===== src/rtl/led_matrix_capture_pkg.sv =====
// Shared definitions for the LED matrix capture path: capture FSM states,
// default geometry (shared with the display driver) and the row-select decoder.
package led_matrix_capture_pkg;

   localparam int unsigned LMC_ROWS    = 3;
   localparam int unsigned LMC_COLS    = 8;
   localparam int unsigned LMC_ROW_MAX = 32;

   typedef enum logic [0:0] {
      SEARCH,
      TRACK
   } cap_state_t;

   typedef struct packed {
      logic       valid;
      logic [4:0] idx;
   } row_dec_t;

   // One-hot validity check plus index of the selected row.
   function automatic row_dec_t row_decode(input logic [LMC_ROW_MAX-1:0] sel);
      row_dec_t d;
      d.valid = (sel != '0) && ((sel & (sel - 1'b1)) == '0);
      d.idx   = '0;
      for (int unsigned i = 0; i < LMC_ROW_MAX; i++) begin
         if (sel[i]) d.idx = 5'(i);
      end
      return d;
   endfunction

endpackage


===== src/rtl/led_matrix_capture_filter.sv =====
// Input sampling and glitch filter for the LED matrix capture path.
// Emits one accept per stable period of the {row, col} pair.
// Define LED_MATRIX_CAPTURE_SYNC_EN to add a 2-flop synchronizer on the inputs.
module led_capture_filter
   import led_matrix_capture_pkg::*;
#(
   parameter int unsigned ROWS          = LMC_ROWS,
   parameter int unsigned COLS          = LMC_COLS,
   parameter int unsigned STABLE_CYCLES = 4
) (
   input  logic            clk,
   input  logic            rst,
   input  logic [ROWS-1:0] row_in,
   input  logic [COLS-1:0] col_in,
   output logic            accept,
   output logic [ROWS-1:0] accept_row,
   output logic [COLS-1:0] accept_col
);

   localparam int unsigned PW = ROWS + COLS;
   localparam int unsigned SW = $clog2(STABLE_CYCLES + 1);

   logic [PW-1:0] p;
   logic [PW-1:0] p_prev;
   logic [SW-1:0] stab_cnt;
   logic          acc_done;

`ifdef LED_MATRIX_CAPTURE_SYNC_EN
   logic [PW-1:0] sync_q1;
   logic [PW-1:0] sync_q2;

   // Two-stage synchronizer for an asynchronous display driver.
   always_ff @(posedge clk or posedge rst) begin
      if (rst) begin
         sync_q1 <= '0;
         sync_q2 <= '0;
      end else begin
         sync_q1 <= {row_in, col_in};
         sync_q2 <= sync_q1;
      end
   end

   assign p = sync_q2;
`else
   assign p = {row_in, col_in};
`endif

   // Sample register, stability counter and accept-once flag.
   always_ff @(posedge clk or posedge rst) begin
      if (rst) begin
         p_prev   <= '0;
         stab_cnt <= '0;
         acc_done <= 1'b0;
      end else begin
         p_prev <= p;
         if (p != p_prev) begin
            stab_cnt <= '0;
            acc_done <= 1'b0;
         end else begin
            if (stab_cnt != SW'(STABLE_CYCLES)) stab_cnt <= stab_cnt + 1'b1;
            if (accept) acc_done <= 1'b1;
         end
      end
   end

   // p_prev holds stab_cnt+1 identical samples, so the accept is raised from
   // registered state once that run length reaches STABLE_CYCLES.
   assign accept     = !acc_done && (stab_cnt == SW'(STABLE_CYCLES - 1));
   assign accept_row = p_prev[PW-1:COLS];
   assign accept_col = p_prev[COLS-1:0];

endmodule


===== src/rtl/led_matrix_capture.sv =====
// LED matrix capture top: demultiplexes filtered rows into a full frame,
// tracks scan order, flags malformed/out-of-order rows and loss of scan.
// Optional input synchronizer: LED_MATRIX_CAPTURE_SYNC_EN (in led_capture_filter).
module led_matrix_capture
   import led_matrix_capture_pkg::*;
#(
   parameter int unsigned ROWS           = LMC_ROWS,
   parameter int unsigned COLS           = LMC_COLS,
   parameter int unsigned STABLE_CYCLES  = 4,
   parameter int unsigned TIMEOUT_CYCLES = 1024
) (
   input  logic                 clk,
   input  logic                 rst,
   input  logic [ROWS-1:0]      row_in,
   input  logic [COLS-1:0]      col_in,
   output logic [ROWS*COLS-1:0] frame,
   output logic                 frame_valid,
   output logic                 frame_strobe,
   output logic                 row_err,
   output logic                 link_lost
);

   localparam int unsigned ROW_W = (ROWS > 1) ? $clog2(ROWS) : 1;
   localparam int unsigned TO_W  = $clog2(TIMEOUT_CYCLES + 1);

   logic                   accept;
   logic [ROWS-1:0]        acc_row;
   logic [COLS-1:0]        acc_col;
   logic [LMC_ROW_MAX-1:0] row_ext;
   row_dec_t               dec;
   logic [ROW_W-1:0]       acc_idx;
   logic [ROW_W-1:0]       next_idx;

   cap_state_t             state, state_n;
   logic [ROWS-1:0]        seen, seen_n;
   logic [ROW_W-1:0]       last_row, last_n;
   logic [TO_W-1:0]        to_cnt, to_n;
   logic [ROWS*COLS-1:0]   frame_n;
   logic                   valid_n, strobe_n, err_n, lost_n;

   led_capture_filter #(
      .ROWS          (ROWS),
      .COLS          (COLS),
      .STABLE_CYCLES (STABLE_CYCLES)
   ) u_filter (
      .clk        (clk),
      .rst        (rst),
      .row_in     (row_in),
      .col_in     (col_in),
      .accept     (accept),
      .accept_row (acc_row),
      .accept_col (acc_col)
   );

   assign row_ext  = LMC_ROW_MAX'(acc_row);
   assign dec      = row_decode(row_ext);
   assign acc_idx  = ROW_W'(dec.idx);
   assign next_idx = (last_row == ROW_W'(ROWS - 1)) ? '0 : last_row + 1'b1;

   // Capture FSM state, seen mask, frame and timeout registers.
   always_ff @(posedge clk or posedge rst) begin
      if (rst) begin
         state        <= SEARCH;
         seen         <= '0;
         last_row     <= '0;
         to_cnt       <= '0;
         frame        <= '0;
         frame_valid  <= 1'b0;
         frame_strobe <= 1'b0;
         row_err      <= 1'b0;
         link_lost    <= 1'b0;
      end else begin
         state        <= state_n;
         seen         <= seen_n;
         last_row     <= last_n;
         to_cnt       <= to_n;
         frame        <= frame_n;
         frame_valid  <= valid_n;
         frame_strobe <= strobe_n;
         row_err      <= err_n;
         link_lost    <= lost_n;
      end
   end

   // Next-state: a valid row accept takes priority over the timeout.
   always_comb begin
      state_n  = state;
      seen_n   = seen;
      last_n   = last_row;
      to_n     = to_cnt;
      frame_n  = frame;
      valid_n  = frame_valid;
      lost_n   = link_lost;
      strobe_n = 1'b0;
      err_n    = 1'b0;

      if (accept && dec.valid) begin
         to_n = '0;
         for (int unsigned i = 0; i < ROWS; i++) begin
            if (acc_row[i]) frame_n[i*COLS +: COLS] = acc_col;
         end
         case (state)
            SEARCH: begin
               seen_n  = acc_row;
               last_n  = acc_idx;
               state_n = TRACK;
               lost_n  = 1'b0;
            end
            TRACK: begin
               if (acc_idx == last_row) begin
                  seen_n = seen;
               end else if (acc_idx == next_idx) begin
                  seen_n = seen | acc_row;
                  last_n = acc_idx;
               end else begin
                  err_n  = 1'b1;
                  seen_n = acc_row;
                  last_n = acc_idx;
               end
            end
            default: state_n = SEARCH;
         endcase
         if (&seen_n) begin
            strobe_n = 1'b1;
            valid_n  = 1'b1;
            seen_n   = '0;
         end
      end else begin
         if (accept && (acc_row != '0)) err_n = 1'b1;
         if (to_cnt == TO_W'(TIMEOUT_CYCLES - 1)) begin
            to_n    = to_cnt + 1'b1;
            lost_n  = 1'b1;
            valid_n = 1'b0;
            seen_n  = '0;
            state_n = SEARCH;
         end else if (to_cnt != TO_W'(TIMEOUT_CYCLES)) begin
            to_n = to_cnt + 1'b1;
         end
      end
   end

endmodule


===== config.mk =====
export PLATFORM = sky130hd
export DESIGN_NAME = led_matrix_capture
export DESIGN_NICKNAME = d
export VERILOG_FILES = /design/src/rtl/led_matrix_capture_pkg.sv /design/src/rtl/led_matrix_capture_filter.sv /design/src/rtl/led_matrix_capture.sv
export SDC_FILE = /design/constraint.sdc
export NUM_CORES = 1
export LEC_CHECK = 0
export CORE_MARGIN = 2
export CORE_UTILIZATION = 45
export CTS_BUF_LIST = sky130_fd_sc_hd__clkbuf_8
export DETAILED_ROUTE_END_ITERATION = 12
export PLACE_DENSITY = 0.69
export SLEW_MARGIN = 10
export SYNTH_ARGS = -nofsm -noshare
export SYNTH_HDL_FRONTEND = slang
export SYNTH_SLANG_ARGS = --single-unit

===== constraint.sdc =====
create_clock -name clk -period 1.8 [get_ports clk]
set_input_delay 0.18 -clock clk [delete_from_list [all_inputs] [get_ports clk]]
set_output_delay 0.18 -clock clk [all_outputs]
set_load 0.005 [all_outputs]

# == Yosys cells after proc, flatten, opt, wreduce, memory -nomap -nowiden ==
# Cells that the tools add are included.
# totals
regBits,60
inputBits,13
output_inout_bits,28
wordCells,84
# classes
bitwise,3
n_reduce_logical,19
add_sub_neg,4
n_eq_ne,11
n_mux,33
# op_table
op,n
$mux 11,3
$and 3x32->32,1
$logic_not 32->1,1
$reduce_bool 32->1,1
$mux 3,8
$mux 1,17
$reduce_and 2->1,6
$add 11x1->11 const B,1
$eq 11x10->1 const B,1
$ne 11x11->1,1
$ne 11x11->1 const B,1
$mux 2,3
$pmux 3 s2,1
$reduce_bool 2->1,3
$reduce_bool 3->1,2
$eq 2x2->1,2
$logic_and 1x1->1,4
$ne 2x2->1 const B,2
$pmux 2 s2,1
$sub 3x1->4 const B,1
$add 3x1->3 const B,1
$eq 3x2->1 const B,1
$ne 3x3->1 const B,1
$or 3x3->3,1
other kinds (6),6

# == Logic depth before layout (Yosys ltp) ==
# depth
depth_word,10
mapped_depth,7
mapped_depth_nobuf,7

# == Modules after synthesis ==
# A second synthesis with hierarchy kept.
# unflattened
hier_cells,232
hier_area_um2,2740.1
# modules_own_cells
module,instances,area_each_um2,seq_area_each_um2,cells_each
led_matrix_capture,1,2108.3,1126.1,183
led_capture_filter,1,631.9,375.4,49

# == Worst setup path after synthesis ==
# Ideal clock, no wire load.
# synth_timing
path_type,flip-flop to flip-flop
startpoint,register u_filter.stab_cnt[0]
endpoint,register frame[16]
stages_incl_launch_ff,8
setup_time_ns,0.125
arrival_ns,1.760
path_buffers,1
setup_slack_ns,-0.085
required_time_ns,1.675
period_less_slack_ns,1.885
path_cell_list,dfrtp_1 -> ha_1 -> ha_1 -> nor2b_1 -> o211a_2 -> and2_1 -> buf_2 -> mux2_2
# synth_via
elab_chain_cells,4
# synth_rtl
element,line_no,text
start: declaration,led_matrix_capture_filter.sv:25,logic [SW-1:0] stab_cnt;
start signal: assignment,led_matrix_capture_filter.sv:60,if (stab_cnt != SW'(STABLE_CYCLES)) stab_cnt <= stab_cnt + 1'b1;
$eq 3x2->1,led_matrix_capture_filter.sv:68,assign accept = !acc_done && (stab_cnt == SW'(STABLE_CYCLES - 1));
$logic_and 1x1->1,led_matrix_capture_filter.sv:68,
$logic_and 1x1->1,led_matrix_capture.sv:97,if (accept && dec.valid) begin
$reduce_and 2->1 (no source line),n/a,
end signal: assignment,led_matrix_capture.sv:77,frame <= frame_n;
end: declaration,led_matrix_capture.sv:16,"output logic [ROWS*COLS-1:0] frame,"
# No other way between the ends.
# A chain may end at the register's enable or synchronous reset.

# == Worst setup path after layout ==
# layout_timing
startpoint,register u_filter.stab_cnt[1]
endpoint,register frame_valid
# layout_via
elab_chain_cells,5
word_cells_on_any_way,7
cone_classes,eq/ne: 2; mux: 1; reduce/logical: 4
# layout_rtl
element,line_no,text
$eq 3x2->1 (*),led_matrix_capture_filter.sv:68,
$logic_and 1x1->1 (*),led_matrix_capture_filter.sv:68,
$logic_and 1x1->1 (*),led_matrix_capture.sv:97,
$ne 2x1->1 (no source line) / $reduce_bool 2->1 (equally long branches),n/a,
$reduce_and 2->1 (no source line),n/a,
end signal: assignment,led_matrix_capture.sv:78,frame_valid <= valid_n;
end: declaration,led_matrix_capture.sv:17,"output logic frame_valid,"
# Mark *: on every way between the ends. The rest lies on a longest branch, timed or not.

==> impl_metrics.toml <==
[sta]
skew_ns = 0.01123
fmaxAchievable_ghz = 0.5504
drv_slew = 0
whs_ns = 0.02197
worst_pin_slew_ns = 0.4149
tns_ns = -0.05343
fin_crit_sh_pct = 100.9
min_period_ns = 1.817
grt_setup_unrepaired = "true"
setup_slack_ns = -0.01684
slew_headroom_pct = 72.22
setup_viol = 5
hold_violations = 0

[clock_tree]
cts_max_path_buffers = 2
cts.sinks = 60
h-tree-depth = 3
numCtsBuffers = 9
clk_pin_slew_ns = 0.07
root_buffer = "clkbuf_8"
cts_tree = "done"
insertion_delay_ns = 0.33

[grt]
grt_usage_pct = 18.69
grt_max_degree = 59
grt_pass1_wl_microns = 9397
overflow = 0
antenna_found_initial = 0
grt_pass1_vias = 1974

[critical_path]
crit_chain = "ha_2 -> ha_4 -> nor2b_4 -> o211a_4 -> buf_6 -> o211ai_1 -> a221oi_4 -> nand2b_1"
startpoint = "u_filter.stab_cnt[1]$_DFFE_PP0P_"
crit_path_start_kind = "flop"
path_max_fanout = 4
crit_path_top_delay_cell = "dfrtp_1"
rr_startpoint = "u_filter.stab_cnt[1]$_DFFE_PP0P_"
cp-end-kind = "flop"
cp.arrival_ns = 2.09
required_ns = 2.08
crit_type = "flop to flop"
cpPeakStageDelay_ns = 0.36

[synthesis]
synthCells = 233
syn_area_sq_um = 2774
synth_edf_count = 0
postSynth.asyncResetShare_pct = 100.0
avgSynthCellArea_sq_um = 11.91
synth_seq_cells = 60
yosysWarningCount = 0
ys.flop_type = "dfrtp_1"
syn-num-nets = 251
synth_cell_type_count = 47
yosysSeqAreaShare_pct = 54.13

[finish]
instances_no_fill = 383
fillers = 479
diodes = 0
area_growth_syn_to_layout_pct = 36.17
final_nets = 321
mostFrequentLayoutCells = "dfrtp_1, clkdlybuf4s50_1, buf_4, nor2_1, mux2_2"
layout_commonest_cell = "dfrtp_1"
multi_input_area_sq_um = 1261
layout-drive-gt1-share_pct = 29.87
regArea_sq_um = 1505

[placement]
place_inst = 360
gp_congestion = 0.8044
io_buffers = 40
dpl.hpwl_microns = 3868

[worst_hold_path]
hold_path_class = "input pin to asynchronous set/reset pin"

[detailed_routing]
drt_first_iter_violations = 102
drt-total-wl_microns = 5848
viasPerCell = 5.162
vias = 1977
wl_per_cell_microns = 15.27
drt.antenna.violating_nets = 0
drc = 0
first_pass_iters = 4

[floorplan]
rows = 28
die_y_microns = 82.51
start_util_pct = 46.58
fp.dieW_microns = 82.51
die_area_sq_um = 6808
core_region_area_sq_um = 5956
io_pins = 41

[power_and_ir_drop]
power_density_nw_per_um2 = 752.7
max-vdd-ir-drop_uv = 691.8
leakage_uw = 0.001723

[status]
violations = "negative setup slack"
outcome = "complete, but fails checks"

[run]
drv_cap = 0
[power breakdown]
group / switching (uW) / internal, uW / total (uW)
clock network: 546 / 785 / 1330
logic: 69.4 / 63.0 / 132
registers: 18.6 / 1360 / 1380
[flip-flops by register name (all words and copies together) (netlist names)]
signal             flops
frame                 24
to_cnt                11
u_filter.p_prev       11
seen                   3
u_filter.stab_cnt      3
last_row               2
frame_strobe           1
frame_valid            1
link_lost              1
row_err                1
state                  1
u_filter.acc_done      1
[critical path: cells and delay by family (launching register included)]
family | cells | cell delay [ns]
and+or+nand+nor | 2 | 0.32
buffers and inverters | 1 | 0.09
AOI/OAI and AO/OA | 3 | 0.61
DFF | 1 | 0.36
adders and majority gates | 2 | 0.37
[layer usage]
metal | wire, microns | vias up | GRT usage [%]
met2 | 2871 | 31 | 28.15
met3 | 144 | 6 | 5.109
met1 | 2736 | 985 | 25.23
met5 | 0 | - | 0
li1 | - | 955 | -
met4 | 95 | 0 | 8.689
[worst paths after layout]
path	to	slack, ns	cells past startpoint
min reg2reg	link_lost$_DFFE_PP0P_	0.49	1
min	frame[21]$_DFFE_PP0P_	0.02	2
max	frame_valid$_DFFE_PP0P_	-0.02	8
max reg2reg	frame_valid$_DFFE_PP0P_	-0.02	8
min in group clk	u_filter.p_prev[10]$_DFF_PP0_	0.33	1
max in group asynchronous	u_filter.p_prev[9]$_DFF_PP0_	1.29	3
[cell usage after synthesis, types with 2 or more instances]
library cell / instances / share of area (%)
a21o_1: 4 / 1.1
a21oi_1: 7 / 1.3
and2_1: 2 / 0.45
and3_1: 6 / 1.4
buf_2: 5 / 0.90
buf_4: 2 / 0.54
dfrtp_1: 60 / 54
ha_1: 5 / 2.3
inv_1: 8 / 1.1
mux2_2: 25 / 10
nand2_1: 12 / 1.6
nand2b_1: 2 / 0.45
nand3_1: 8 / 1.4
nand4_1: 2 / 0.45
nor2_1: 19 / 2.6
nor2b_1: 2 / 0.45
nor3_1: 2 / 0.36
nor4_1: 4 / 0.90
o211ai_1: 3 / 0.81
o21ai_0: 6 / 1.1
o22a_1: 2 / 0.63
o31a_1: 3 / 0.95
xnor2_1: 5 / 1.6
xor2_1: 16 / 5.1
[through the flow]
| step | power [uW] | instance area (sq um) | utilization [%] | setup WS, ns |
|---|---|---|---|---|
| detailed placement | 1536 | 3402 | 57.12 | -0.08564 |
| global placement | 1535 | 3402 | 57.12 | 0.003853 |
| floorplan | 1467 | 2779 | - | 0.02238 |
| finish | 2843 | 3777 | 63.42 | -0.01684 |
| global route | 2959 | 3777 | 63.42 | -0.07500 |
| CTS | 2873 | 3682 | 61.83 | 0.002169 |
[final cells by class]
class                   count  area share, %
repair buffers             69          17.59
clock buffers               9          3.279
multi-input cells         155          33.39
clock inverters             7          2.617
flip-flops and latches     60          39.85
well taps                  75          2.484
inverters                   8         0.7950
[timing repair]
action,4_1_cts,5_1_grt
gates cloned,0,1
gates resized for setup,10,13
hold buffers,0,0
endpoints found under the setup margin,28,14
pin swaps,2,2
buffers inserted,3,3
[kinds of logic after synthesis]
kind of cell | Yosys count | synth area share [%]
AND/OR/NAND/NOR | 68 | 13.58
AO/OA/AOI/OAI | 35 | 9.699
buffers and inverters | 18 | 3.202
adder cells (fa/ha/maj) | 6 | 2.616
multiplexers | 25 | 10.15
flip-flops | 60 | 54.13
XOR/XNOR | 21 | 6.630
Power figures use the tool's default switching activity.
